==> config.mk <==
export PLATFORM = sky130hd
export DESIGN_NAME = addsub_seq
export DESIGN_NICKNAME = d
export VERILOG_FILES = /design/src/rtl/addsub_pkg.sv /design/src/rtl/addsub_chunk.sv /design/src/rtl/addsub_seq.sv
export SDC_FILE = /design/constraint.sdc
export NUM_CORES = 1
export LEC_CHECK = 0
export ABC_AREA = 1
export CORE_MARGIN = 2
export CORE_UTILIZATION = 40
export CTS_CLUSTER_DIAMETER = 120
export DETAILED_ROUTE_END_ITERATION = 10
export PLACE_DENSITY = 0.63
export SYNTH_ARGS = -nofsm -noshare
export SYNTH_HDL_FRONTEND = slang
export SYNTH_HIERARCHICAL = 1
export SYNTH_SLANG_ARGS = --single-unit
==> constraint.sdc <==
create_clock -name clk -period 3.9 [get_ports clk]
set_input_delay 0.585 -clock clk [delete_from_list [all_inputs] [get_ports clk]]
set_output_delay 0.585 -clock clk [all_outputs]
set_load 0.01 [all_outputs]
==> src/rtl/addsub_pkg.sv <==
// Shared state encoding and mode constants for the sequential adder/subtractor.
package addsub_pkg;

  typedef enum logic [1:0] {
    IDLE = 2'd0,
    RUN  = 2'd1,
    DONE = 2'd2
  } state_t;

  localparam logic MODE_ADD = 1'b0;
  localparam logic MODE_SUB = 1'b1;

endpackage

==> src/rtl/addsub_chunk.sv <==
// Combinational CHUNK-bit full adder slice, reused every RUN cycle by addsub_seq.
module addsub_chunk #(
  parameter int CHUNK = 2
) (
  input  logic [CHUNK-1:0] x,
  input  logic [CHUNK-1:0] y,
  input  logic             ci,
  output logic [CHUNK-1:0] s,
  output logic             co
);

  always_comb begin
    {co, s} = {1'b0, x} + {1'b0, y} + {{CHUNK{1'b0}}, ci};
  end

endmodule

==> src/rtl/addsub_seq.sv <==
// Multi-cycle adder/subtractor: WIDTH bits, CHUNK bits per clock through one chunk adder.
// Optional saturation of overflowing results is enabled with macro ADDSUB_SAT_EN.
module addsub_seq
  import addsub_pkg::*;
#(
  parameter int WIDTH = 8,
  parameter int CHUNK = 2
) (
  input  logic             clk,
  input  logic             rst,
  input  logic             start,
  input  logic             mode,
  input  logic [WIDTH-1:0] a,
  input  logic [WIDTH-1:0] b,
  input  logic             cin,
  output logic             busy,
  output logic             done,
  output logic [WIDTH-1:0] result,
  output logic             cout,
  output logic             ovf
);

  localparam int N     = WIDTH / CHUNK;
  localparam int IDX_W = (N > 1) ? $clog2(N) : 1;

  state_t           state_q, state_d;
  logic [IDX_W-1:0] idx_q, idx_d;
  logic [WIDTH-1:0] a_q, a_d, b_q, b_d, sum_q, sum_d;
  logic             carry_q, carry_d, mode_q, mode_d;
  logic [WIDTH-1:0] result_q, result_d;
  logic             cout_q, cout_d, ovf_q, ovf_d;

  logic [CHUNK-1:0] x_c, y_c, s_c;
  logic             co_c, last_c, ovf_c;
  logic [WIDTH-1:0] sum_nx;

`ifdef ADDSUB_SAT_EN
  function automatic logic [WIDTH-1:0] sat_value(input logic a_msb);
    return a_msb ? {1'b1, {(WIDTH-1){1'b0}}} : {1'b0, {(WIDTH-1){1'b1}}};
  endfunction
`endif

  addsub_chunk #(.CHUNK(CHUNK)) u_chunk (
    .x  (x_c),
    .y  (y_c),
    .ci (carry_q),
    .s  (s_c),
    .co (co_c)
  );

  // b_q already holds ~b for subtract, so one overflow rule covers both modes
  always_comb begin
    x_c    = a_q[idx_q*CHUNK +: CHUNK];
    y_c    = b_q[idx_q*CHUNK +: CHUNK];
    sum_nx = sum_q;
    sum_nx[idx_q*CHUNK +: CHUNK] = s_c;
    last_c = (idx_q == IDX_W'(N - 1));
    ovf_c  = (a_q[WIDTH-1] == b_q[WIDTH-1]) && (sum_nx[WIDTH-1] != a_q[WIDTH-1]);
  end

  always_comb begin
    state_d  = state_q;
    idx_d    = idx_q;
    a_d      = a_q;
    b_d      = b_q;
    sum_d    = sum_q;
    carry_d  = carry_q;
    mode_d   = mode_q;
    result_d = result_q;
    cout_d   = cout_q;
    ovf_d    = ovf_q;
    unique case (state_q)
      IDLE: begin
        if (start) begin
          a_d     = a;
          b_d     = (mode == MODE_SUB) ? ~b : b;
          carry_d = (mode == MODE_SUB) ? ~cin : cin;
          mode_d  = mode;
          idx_d   = '0;
          state_d = RUN;
        end
      end
      RUN: begin
        sum_d   = sum_nx;
        carry_d = co_c;
        if (last_c) begin
          idx_d    = '0;
          result_d = sum_nx;
`ifdef ADDSUB_SAT_EN
          if (ovf_c) result_d = sat_value(a_q[WIDTH-1]);
`endif
          cout_d   = (mode_q == MODE_SUB) ? ~co_c : co_c;
          ovf_d    = ovf_c;
          state_d  = DONE;
        end else begin
          idx_d = idx_q + 1'b1;
        end
      end
      DONE:    state_d = IDLE;
      default: state_d = IDLE;
    endcase
  end

  always_ff @(posedge clk) begin
    if (rst) begin
      state_q  <= IDLE;
      idx_q    <= '0;
      result_q <= '0;
      cout_q   <= 1'b0;
      ovf_q    <= 1'b0;
    end else begin
      state_q  <= state_d;
      idx_q    <= idx_d;
      result_q <= result_d;
      cout_q   <= cout_d;
      ovf_q    <= ovf_d;
    end
  end

  // Operand and partial-sum storage carries no reset; it is reloaded on every capture
  always_ff @(posedge clk) begin
    a_q     <= a_d;
    b_q     <= b_d;
    sum_q   <= sum_d;
    carry_q <= carry_d;
    mode_q  <= mode_d;
  end

  assign busy   = (state_q == RUN);
  assign done   = (state_q == DONE);
  assign result = result_q;
  assign cout   = cout_q;
  assign ovf    = ovf_q;

endmodule
# [Word-level counts from Yosys, hierarchy flattened]
# Index checks and enable logic that the tools add are counted.
[word_totals] latch_bits=0 input_bits=21 mem_count=0 ram_bits=0 register_bits=40 output_inout_bits=12 romBits=0 wordCells=47
[op_classes] shift=4 n_reduce_logical=7 mul=0 addsub=4 eq_ne=7 magnitude_cmp=0 mux=12 div=0 bitwise_logic=3
[op_table] cell="$neg 3->34" count=1
[op_table] cell="$shift 2x34->8 const A" count=1
[op_table] cell="$shiftx 2x34->8" count=1
[op_table] cell="$shiftx 8x4->2" count=2
[op_table] cell="$bwmux 8" count=1
[op_table] cell="$mux 2" count=4
[op_table] cell="$mux 8" count=1
[op_table] cell="$not 8->8" count=1
[op_table] cell="$pmux 2 s2" count=2
[op_table] cell="$reduce_and 2->1" count=4
[op_table] cell="$eq 2x2->1 const B" count=2
[op_table] cell="$add 2x2->3" count=1
[op_table] cell="$add 3x1->3" count=1
[op_table] cell="$mux 1" count=3
[op_table] cell="$add 2x1->2 const B" count=1
[op_table] cell="$eq 2x1->1 const B" count=1
[op_table] cell="$logic_not 2->1" count=1
[op_table] cell="$ne 2x1->1 const B" count=1
[op_table] cell="$ne 2x2->1 const B" count=1
[op_table] cell="$not 1->1" count=2
[op_table] cell="$pmux 1 s2" count=1
[op_table] cell="$reduce_bool 2->1" count=1
[op_table] cell="$eq 1x1->1" count=1
[op_table] cell="$logic_and 1x1->1" count=1
[op_table] cell="$ne 1x1->1" count=1

# [Depth between registers and ports, before layout]
[logic_depth] word_depth=7 depth_mapped=15 ltp_nobuf=14

# [By module]
# Netlist, hierarchy kept.
[modules_own_cells] mod="addsub_seq" seq_area_each_um2=1061.0 cells_per_inst=186 area_each_um2=1821.7 n_inst=1
[modules_own_cells] mod="addsub_chunk" seq_area_each_um2=0.0 cells_per_inst=10 area_each_um2=70.1 n_inst=1

# [Worst setup path before layout]
# No wires, ideal clock.
[synth_timing] path_kind="input-to-reg" startpoint="in start" endpoint="reg carry_q (enable)" stages=4 setup_time_ns=0.297 path_slack_ns=1.417 arrival_time_ns=2.185 required_ns=3.603 path_buffers=0 path_cell_list="inv_1 > nor3_1 > nor2_1 > inv_1"
[synth_via] elab_chain_cells=2
[synth_rtl] element="from (decl)" line="addsub_seq.sv:11" source="input logic start,"
[synth_rtl] element="$ne 2x2->1 (no source line)"
[synth_rtl] element="$reduce_and 2->1 (no source line)"
[synth_rtl] element="to (signal assigned)" line="addsub_seq.sv:125" source="carry_q <= carry_d;"
[synth_rtl] element="to (decl)" line="addsub_seq.sv:29" source="logic carry_q, carry_d, mode_q, mode_d;"
# Every way passes these cells.
# A chain may end at the register's enable or synchronous reset.

# [Worst setup path in the final report]
[layout_timing] startpoint="reg idx_q[0]" endpoint="reg ovf_q (netlist: ovf)"
[layout_via] elab_chain_cells=7 word_cells_on_any_way=12 classes_between="add/sub: 3; eq/ne: 2; shift: 4; mux: 1; reduce/logical: 2"
[layout_rtl] element="from (decl)" line="addsub_seq.sv:27" source="logic [IDX_W-1:0] idx_q, idx_d;"
[layout_rtl] element="from (signal assigned)" line="addsub_seq.sv:113" source="idx_q <= idx_d;"
[layout_rtl] element="$shiftx 8x4->2" line="addsub_seq.sv:54" source="y_c = b_q[idx_q*CHUNK +: CHUNK];"
[layout_rtl] element="named net y_c[0]" line="addsub_seq.sv:33" source="logic [CHUNK-1:0] x_c, y_c, s_c;"
[layout_rtl] element="$add 2x2->3" line="addsub_chunk.sv:13" source="{co, s} = {1'b0, x} + {1'b0, y} + {{CHUNK{1'b0}}, ci};"
[layout_rtl] element="$add 3x1->3" line="addsub_chunk.sv:13"
[layout_rtl] element="named net s_c[1]" line="addsub_seq.sv:33"
[layout_rtl] element="$shiftx 2x34->8" line="addsub_seq.sv:56" source="sum_nx[idx_q*CHUNK +: CHUNK] = s_c;"
[layout_rtl] element="$bwmux 8" line="addsub_seq.sv:56"
[layout_rtl] element="$ne 1x1->1" line="addsub_seq.sv:58" source="ovf_c = (a_q[WIDTH-1] == b_q[WIDTH-1]) && (sum_nx[WIDTH-1] != a_q[WIDTH-1]);"
[layout_rtl] element="$logic_and 1x1->1" line="addsub_seq.sv:58"
[layout_rtl] element="to (signal assigned)" line="addsub_seq.sv:116" source="ovf_q <= ovf_d;"
[layout_rtl] element="to (decl)" line="addsub_seq.sv:31" source="logic cout_q, cout_d, ovf_q, ovf_d;"
# The timed path passes the listed nets, and every way through them passes these cells.

==> metrics.md <==
| Metric | Value |
|---|---|
| Initial core utilization | 40.86% |
| Power density over the cells | 381.3 nW/um^2 |
| # Post-CTS Setup Buffers | 0 |
| Critical path arrival | 2.97 ns |
| CTS Root Cell | clkbuf_8 |
| Crit path launch | idx_q[0]$_SDFFE_PP0P_ |
| Area taken by multi-input logic gates | 618.1 um^2 |
| Psw | 0.0002223 W |
| Initial antenna violation count | 0 |
| Total Nets Final | 259 |
| FF-to-FF End | ovf$_SDFFE_PP0P_ |
| Worst R2R Setup Slack | 1.12 ns |
| Avg Inst Size Synth | 9.652 um^2 |
| Pint | 0.0006666 W |
| CTS clock-pin slew for the worst setup and hold paths | 0.07 ns |
| Netlist cell types | 24 |
| Fin. max-slew vios | 0 |
| DRC | 0 |
| Worst hold path class | reg -> reg |
| Die ar. | 5295 um^2 |
| DRT antenna net count | 0 |
| Share of cells above drive strength 1 | 5.195% |
| Post-placement setup slack | 1.137 ns |
| H-tree depth | 2 |
| Vias in the first global route | 1220 |
| Synth Cell Area | 1892 um^2 |
| Worst slew pin tran | 0.5297 ns |
| Deepest clock path buffer count | 2 |
| Critical R2R Launch | idx_q[0]$_SDFFE_PP0P_ |
| CP endpoint | ovf$_SDFFE_PP0P_ |
| Yosys warning total | 6 |
| P_leak | 0.9777 nW |
| IO Port Bufs | 32 |
| FF-to-FF path depth | 14 |
| Post-CTS sizing | 0 |
| Clk Latency, worst-skew pair | 0.28 ns |
| CTS sink count | 40 |
| Critical path type | reg -> reg |
| Cts hold-fix bufs | 0 |
| Status | finished, final reports clean |
| Peak VDD IR | 0.0002264 V |
| Period utilization | 71.39% |
| Vias post-DR | 1322 |
| WL final | 3018 um |
| Setup violators final | 0 |
| Core area | 4629 um^2 |
| GR Util All Layers | 12.73% |
| Worst Skew | 0.005393 ns |
| Commonest non-fill, non-tap cells in the layout | inv_1 (45), clkdlybuf4s50_1 (32), edfxtp_1 (26) |
| CP required | 4.09 ns |
| Drt wl/cell | 10.59 um |
| Commonest non-fill, non-tap cell in the layout | inv_1 |
| Grt ovf | 0 |
| Clock Power Share | 28.5% |
| PnR worst setup slack | 1.116 ns |
| DRT iter0 DRCs | 91 |
| Gate power share | 15.6% |
| Post-DP HPWL | 2208 um |
| Area Overhead vs Synth | 23.21% |
| Sequential Power Share | 55.9% |
| Total CTS buffers | 5 |
| Gpl congestion | 0.8426 |
| Antenna Cells | 0 |
| Register area | 1061 um^2 |
| Sequential area share after synthesis | 56.08% |
| Post-route minimum period | 2.784 ns |
| Critical Path End Type | flop |
| Filler cell count in the final layout | 454 |
| Unrepaired setup endpoints after global routing | no |
| Slew HR | 64.64% |
| Final Hold Vio Count | 0 |
| Ports | 33 |
| Max-cap violations | 0 |
| Syn_nets | 225 |
| DR vias/cell | 4.639 |
| Chip Height | 72.77 um |
| Synthesized instance count | 196 |
| FF+latch count, synth | 40 |
| First-pass GRT wire length | 5271 um |
| Die width | 72.77 um |
| First-pass DRT Iterations | 4 |
| # rows | 25 |
| Switching part of the total | 25.00% |
| Largest net degree at the start of global routing | 21 |
| CTS tree | yes |
| Max frequency | 359.2 MHz |
| CP startpoint kind | flop |
| CP max FO | 17 |
| Setup TNS | 0 ns |
power by group through the flow:
stage	Sequential [W]	Combinational (W)	Clock [W]
floorplan	0.000502	0.0000944	0
global placement	0.000506	0.000134	0
detailed placement	0.000507	0.000139	0
CTS	0.000498	0.000139	0.000261
global route	0.000500	0.000158	0.000280
finish	0.000497	0.000138	0.000253
routing by layer:
metal | vias up | part of all wire [%] | global-route usage [%] | routed length [um]
met1 | 590 | 47 | 16.18 | 1413
li1 | 692 | - | - | -
met2 | 33 | 47 | 20.10 | 1405
met3 | 7 | 4.6 | 3.867 | 139
met5 | - | 0 | 0 | 0
met4 | 0 | 2.0 | 5.556 | 60
kinds of logic (layout without fill, tap and decap cells):
kind of cell,after synthesis,count (layout),share of synthesized area [%]
AOI/OAI and AO/OA,43,43,12.10
buffers and inverters,53,88,11.51
adders and majority gates,8,8,6.085
and+or+nand+nor,42,42,9.590
DFF,40,40,56.08
xor gates and xnor gates,10,10,4.630
per-stage QoR:
step	power [W]	std cells	hold WS (ns)	util [%]	area, um^2
final	0.0008889	285	0.4740	50.35	2331
after global routing	0.0009374	285	0.5099	50.35	2331
after CTS	0.0008982	285	0.4826	50.35	2331
after detailed placement	0.0006459	277	0.4728	48.62	2251
after global placement	0.0006403	277	0.4638	48.62	2251
after floorplan	0.0005960	196	0.4883	-	1892
how the worst min path moves through the flow:
stage	slack, ns	endpoint	depth (start not counted)	from
floorplan	0.49	cout$_SDFFE_PP0P_	2	cout$_SDFFE_PP0P_
global placement	0.46	cout$_SDFFE_PP0P_	2	cout$_SDFFE_PP0P_
detailed placement	0.47	cout$_SDFFE_PP0P_	2	cout$_SDFFE_PP0P_
CTS	0.48	cout$_SDFFE_PP0P_	2	cout$_SDFFE_PP0P_
global route	0.51	cout$_SDFFE_PP0P_	2	cout$_SDFFE_PP0P_
finish	0.47	cout$_SDFFE_PP0P_	2	cout$_SDFFE_PP0P_
registers in the layout, summed over array words and instances (netlist names):
name,flops
carry_q,1
b_q,8
ovf,1
result,8
sum_q,8
idx_q,2
mode_q,1
a_q,8
state_q,2
cout,1
cell usage after synthesis:
cell / count / area share, %
inv_1: 45 / 8.9
nand2_2: 1 / 0.33
nor2_4: 1 / 0.60
xnor2_1: 1 / 0.46
clkbuf_1: 1 / 0.20
buf_2: 3 / 0.79
xor2_1: 9 / 4.2
nor3_1: 1 / 0.26
nand3_1: 6 / 1.6
edfxtp_1: 26 / 41
o21a_1: 1 / 0.40
ha_1: 6 / 4.0
nand4_1: 2 / 0.66
o22ai_1: 6 / 2.0
nor2_1: 17 / 3.4
fa_1: 2 / 2.1
dfxtp_1: 14 / 15
a21oi_1: 13 / 3.4
inv_2: 2 / 0.40
nand2_1: 14 / 2.8
o21ai_1: 8 / 2.1
o21ai_2: 1 / 0.46
o21ai_0: 14 / 3.7
buf_6: 2 / 1.2
critical path: stages, from the launching register on:
cell	delay, ns
dfxtp_1	0.48
inv_1	0.36
o21ai_0	0.13
o22ai_1	0.13
inv_1	0.08
fa_1	0.44
fa_1	0.45
inv_1	0.10
inv_1	0.05
nor2_1	0.13
nand3_1	0.10
nand3_1	0.09
nand3_1	0.07
nand2_1	0.06
inv_1	0.03
area by class of cell:
type,instances,share of cell area (%)
inverter,47,7.568
clock inverter,1,0.1610
sequential,40,45.52
clock buffer,7,3.274
timing repair buffer,33,14.06
tap,54,2.899
multi-input combinational,103,26.52
(Power assumes the default switching activity.)
